**src/rtl/mem_port_pkg.sv**
```systemverilog
// Shared types and constants for the word-to-byte memory port.
`default_nettype none

package mem_port_pkg;

  localparam int BYTES_PER_WORD = 4;
  localparam int BEAT_W         = 2;

  typedef enum logic [2:0] {
    ST_IDLE     = 3'd0,
    ST_WRITE    = 3'd1,
    ST_RD_ISSUE = 3'd2,
    ST_RD_CAPT  = 3'd3,
    ST_RESP     = 3'd4
  } state_t;

endpackage

`default_nettype wire

```
**src/rtl/mem_word_port.sv**
```systemverilog
// Word request initiator for a byte-write / word-read memory: a word write
// becomes four byte beats, a word read becomes one registered 4-byte read.
`default_nettype none

module mem_word_port
  import mem_port_pkg::*;
#(
  parameter int ADDR_W   = 8,
  parameter int MEM_SIZE = 256
) (
  input  logic              clk,
  input  logic              rst,
  input  logic              req_valid,
  output logic              req_ready,
  input  logic              req_write,
  input  logic [ADDR_W-1:0] req_addr,
  input  logic [31:0]       req_wdata,
  input  logic [3:0]        req_be,
  output logic              rsp_valid,
  input  logic              rsp_ready,
  output logic [31:0]       rsp_rdata,
  output logic              rsp_err,
  output logic [ADDR_W-1:0] mem_addr,
  output logic [7:0]        mem_wdata,
  output logic              mem_we,
  output logic              mem_re,
  input  logic [31:0]       mem_rdata
);

  // One extra bit so the range compare cannot itself wrap.
  localparam logic [ADDR_W:0] LAST_ADDR = (ADDR_W+1)'(MEM_SIZE - BYTES_PER_WORD);

  state_t              state;
  state_t              next_state;
  logic [ADDR_W-1:0]   addr_q;
  logic [31:0]         wdata_q;
  logic [3:0]          be_q;
  logic [BEAT_W-1:0]   beat;
  logic                accept;
  logic                addr_oob;

  assign accept   = req_valid && (state == ST_IDLE);
  assign addr_oob = {1'b0, req_addr} > LAST_ADDR;

  always_ff @(posedge clk or posedge rst) begin
    if (rst) begin
      state <= ST_IDLE;
    end else begin
      state <= next_state;
    end
  end

  always_comb begin
    next_state = state;
    case (state)
      ST_IDLE: begin
        if (accept) begin
          if (addr_oob)       next_state = ST_RESP;
          else if (req_write) next_state = ST_WRITE;
          else                next_state = ST_RD_ISSUE;
        end
      end
      ST_WRITE:    if (beat == BEAT_W'(BYTES_PER_WORD - 1)) next_state = ST_RESP;
      ST_RD_ISSUE: next_state = ST_RD_CAPT;
      ST_RD_CAPT:  next_state = ST_RESP;
      ST_RESP:     if (rsp_ready) next_state = ST_IDLE;
      default:     next_state = ST_IDLE;
    endcase
  end

  always_ff @(posedge clk or posedge rst) begin
    if (rst) begin
      addr_q    <= '0;
      wdata_q   <= '0;
      be_q      <= '0;
      beat      <= '0;
      rsp_rdata <= '0;
      rsp_err   <= 1'b0;
    end else begin
      case (state)
        ST_IDLE: begin
          if (accept) begin
            addr_q    <= req_addr;
            wdata_q   <= req_wdata;
            be_q      <= req_be;
            beat      <= '0;
            rsp_rdata <= '0;
            rsp_err   <= addr_oob;
          end
        end
        ST_WRITE:   beat <= beat + 1'b1;
        // Memory output is only valid for this one cycle after the read strobe.
        ST_RD_CAPT: rsp_rdata <= mem_rdata;
        default: ;
      endcase
    end
  end

  always_comb begin
    req_ready = (state == ST_IDLE);
    rsp_valid = (state == ST_RESP);
    mem_addr  = '0;
    mem_wdata = '0;
    mem_we    = 1'b0;
    mem_re    = 1'b0;
    case (state)
      ST_WRITE: begin
        mem_addr  = addr_q + ADDR_W'(beat);
        mem_wdata = wdata_q[{beat, 3'b000} +: 8];
        mem_we    = be_q[beat];
      end
      ST_RD_ISSUE: begin
        mem_addr = addr_q;
        mem_re   = 1'b1;
      end
      default: ;
    endcase
  end

endmodule

`default_nettype wire

```
**config.mk**
```make
export PLATFORM = sky130hd
export DESIGN_NAME = mem_word_port
export DESIGN_NICKNAME = d
export VERILOG_FILES = /design/src/rtl/mem_port_pkg.sv /design/src/rtl/mem_word_port.sv
export SDC_FILE = /design/constraint.sdc
export NUM_CORES = 1
export LEC_CHECK = 0
export CAP_MARGIN = 10
export CORE_MARGIN = 1.5
export CORE_UTILIZATION = 42
export DETAILED_ROUTE_END_ITERATION = 8
export PLACE_DENSITY = 0.74
export SKIP_CTS_REPAIR_TIMING = 1
export SYNTH_ARGS = -nofsm -noshare
export SYNTH_HDL_FRONTEND = slang
export SYNTH_SLANG_ARGS = --single-unit
```
**constraint.sdc**
```tcl
create_clock -name clk -period 2.75 [get_ports clk]
set_input_delay 0.55 -clock clk [delete_from_list [all_inputs] [get_ports clk]]
set_output_delay 0.55 -clock clk [all_outputs]
set_load 0.05 [all_outputs]
```
==> metrics.txt <==
number of optimization iterations in the first detailed-route pass 4; sequential share of power 0.289; # diodes 0; total congestion overflow after global routing 0; XOR/XNOR Fraction of Synth Area 0.00219; Max stage delay on crit path 540 ps; wire length of the first global-routing pass 16,000 µm; floorplan core area 0.00924 mm²; r2r worst-path depth 4; number of setup violations in the final report 0; EDFF count, synth 0; Root Buffer clkbuf_8; share of async-settable or async-resettable flops after synthesis 1.00; Detail Route Antenna Nets 0; top fanout value on the critical path 9; top flip-flop cell by instance count after synthesis dfrtp_1; number of DRC markers after the initial detailed-route iteration 169; power density relative to cell area 1230 mW/mm²; count of distinct cell types in the synthesized netlist 39; Switching Fraction 0.416; #FFs+latches synth 82; Die Width 101 µm; final count of hold timing violations 0; clock slew at reported path FFs 80 ps; IR Drop Worst-Case VDD 0.000560 V; Rel. slew slack 0.645; per-instance average area after synthesis 11.8 µm²; number of nets produced by synthesis 423; largest cells by area after synthesis dfrtp_1, mux2_4, nand2_1; cell type with the highest aggregate area in the netlist dfrtp_1; internal power contribution 4.22 mW; synthesized-area fraction occupied by adder cells 0.0144; number of placed cells counting well taps 587; Cell Rows 35; total of warnings raised by yosys 0; vertical extent of the die 101 µm; FF-to-FF Start state[0]; power dissipated by switching net loads 3.00 mW; gr usage total 0.203; worst min-delay path class in2async; total leakage power 2.70 nW; mux contribution to synthesized area 0.211; Worst Path Required 2200 ps; maximum clock frequency 372 MHz; cell at the slowest stage of the critical path or4_1; DRC errors left 0; via count of the first global-routing pass 3,242; final routed wirelength across all metal layers 10000 µm; maximum level of the CTS H-tree 3; starting utilization of the core area 0.433; launch point of the critical path state[2]; cell area after synthesis 0.00400 mm²; CP startpoint kind register; reg-to-reg setup timing slack 860 ps; Tcrit/Tclk final 0.978; Final min period 2690 ps; MaxCap Viol Count 0; non-filler cells, final 607; fraction of final layout cells with drive strength greater than 1 0.241; end of the worst register-to-register path addr_q[6]; Arrival @ worst endpoint 2140 ps; number of antenna violations at the first check in global routing 0; DPL Wire Length 6760 µm; number of placed I/O pins 134; classification of the worst setup path reg2out; worst skew pair latency 350 ps; compound-gate portion of the synthesized area 0.0457; CTS Buffer Depth 2; sum of negative setup slack 0 ps; Port-buffer cells 133; endpoint of the worst setup timing path mem_addr[7]; count of filler cells inserted in the layout 729; Total Nets Final 558; total clock buffers created by CTS 9; crit-path cells or3b_4 -> or4_1 -> nand3_1 -> buf_12; Routed wire per std cell 16.5 µm; TritonCTS clock tree done; maximum number of pins on one net before global-route repair 65; detailed-route via count 3,064; post-route worst hold slack 490 ps; Die Outline Area 0.0101 mm²; Gate power share 0.586; sequential element share of the synthesized area 0.513; Cells after Synth 338; type of element capturing the critical path primary output; number of sinks driven by the clock tree 82; fraction of the mapped netlist area in simple logic gates 0.165; Vias/cell 5.05; share of power burned in the clock network 0.125; dominant combinational cell family by area after synthesis multiplexers; Yosys top cell area share 0.513; area grow syn2layout 47.4%; run status finished, final reports clean; Clock Skew 6.01 ps; slew of the pin with the lowest slew margin 531 ps; placer congestion estimate 0.856; max-slew violation total from the final report 0
worst min path at each step:
stage          depth (start not counted)  slack [ps]     endpoint
2_1_floorplan                          1         480  wdata_q[16]
3_3_place_gp                           2         480      rsp_err
3_5_place_dp                           2         480      rsp_err
4_1_cts                                2         490   wdata_q[5]
5_1_grt                                2         500  wdata_q[12]
6_report                               2         490  wdata_q[12]
cells by family after synthesis:
logic type / count (synthesis)
adder cells (fa/ha/maj): 4
buffers and inverters: 33
AND/OR/NAND/NOR: 138
XOR/XNOR: 1
flip-flops: 82
multiplexers: 52
AO/OA/AOI/OAI: 28
layer usage:
metal,share of wire,wire length [µm],track usage
met1,0.45,4530,0.279
met3,0.071,707,0.0714
met4,0.014,136,0.0553
met5,0,0,0
met2,0.46,4620,0.308
power by group through the flow:
stage | logic, mW | clock network [mW] | registers [mW]
3_5_place_dp | 4.14 | 0 | 2.10
4_1_cts | 4.16 | 0.929 | 2.08
6_report | 4.23 | 0.903 | 2.09
5_1_grt | 4.45 | 0.984 | 2.15
3_3_place_gp | 4.09 | 0 | 2.06
2_1_floorplan | 2.25 | 0 | 2.57
through the flow:
| stage | util | area [µm²] | worst slack [ps] | power, mW |
|---|---|---|---|---|
| global placement | 0.609 | 5620 | 329 | 6.16 |
| global route | 0.638 | 5890 | -10.4 | 7.59 |
| floorplan | - | 4010 | -83.4 | 4.82 |
| CTS | 0.631 | 5830 | -92.3 | 7.18 |
| detailed placement | 0.609 | 5620 | 302 | 6.24 |
| finish | 0.638 | 5890 | 59.3 | 7.22 |
synth_stat cells, types with 2 or more instances:
cell and instances:
clkbuf_1 8, buf_6 8, nor4_1 2, nor3_1 3, buf_2 8, o31a_1 2, o21ai_0 10, o211ai_1 2
mux4_2 9, ha_1 3, a21oi_1 3, dfrtp_1 82, nor3b_1 3, nand3b_1 3, and2_1 11, a31oi_1 2
a211oi_1 2, inv_1 9, nand3_1 37, mux2_4 42, nand2_1 70, o31ai_1 2
state kept, by name, summed over array words and instances, names as in the netlist:
| signal | flops |
|---|---|
| addr_q | 8 |
| be_q | 4 |
| beat | 2 |
| rsp_err | 1 |
| rsp_rdata | 32 |
| state | 3 |
| wdata_q | 32 |
layout by cell type (no fill, tap or decap), drive strengths merged, types with 2 or more instances in the layout:
cell | Yosys | routed
nor4 | 2 | 2
clkinv | 0 | 2
ha | 3 | 3
nand2 | 70 | 70
nand3 | 37 | 37
dfrtp | 82 | 82
mux4 | 9 | 9
buf | 16 | 33
clkinvlp | 0 | 2
clkbuf | 8 | 12
or4b | 2 | 2
o211ai | 2 | 2
o31ai | 2 | 2
or3b | 2 | 2
nor3 | 3 | 3
a31oi | 2 | 2
a211oi | 2 | 2
a21oi | 3 | 3
o31a | 2 | 2
inv | 9 | 8
nor3b | 3 | 3
mux2 | 43 | 43
clkdlybuf4s50 | 0 | 115
o21ai | 10 | 10
nand3b | 3 | 3
and2 | 11 | 11
cell type report:
cell class / count / area [µm²] / area share
Clock inverter: 4 / 50.0 / 0.00849
Inverter: 9 / 35.0 / 0.00594
Clock buffer: 12 / 155 / 0.0263
Sequential cell: 82 / 2050 / 0.349
Tap cell: 129 / 161 / 0.0274
Timing Repair Buffer: 148 / 1640 / 0.278
Multi-Input combinational cell: 223 / 1800 / 0.306
critical path: cells and delay by family (launching register included):
| kind | cells | cell delay (ps) |
|---|---|---|
| AND/OR/NAND/NOR | 3 | 1150 |
| flip-flops | 1 | 480 |
| buffers and inverters | 1 | 150 |
Power figures use the tool's default switching activity.
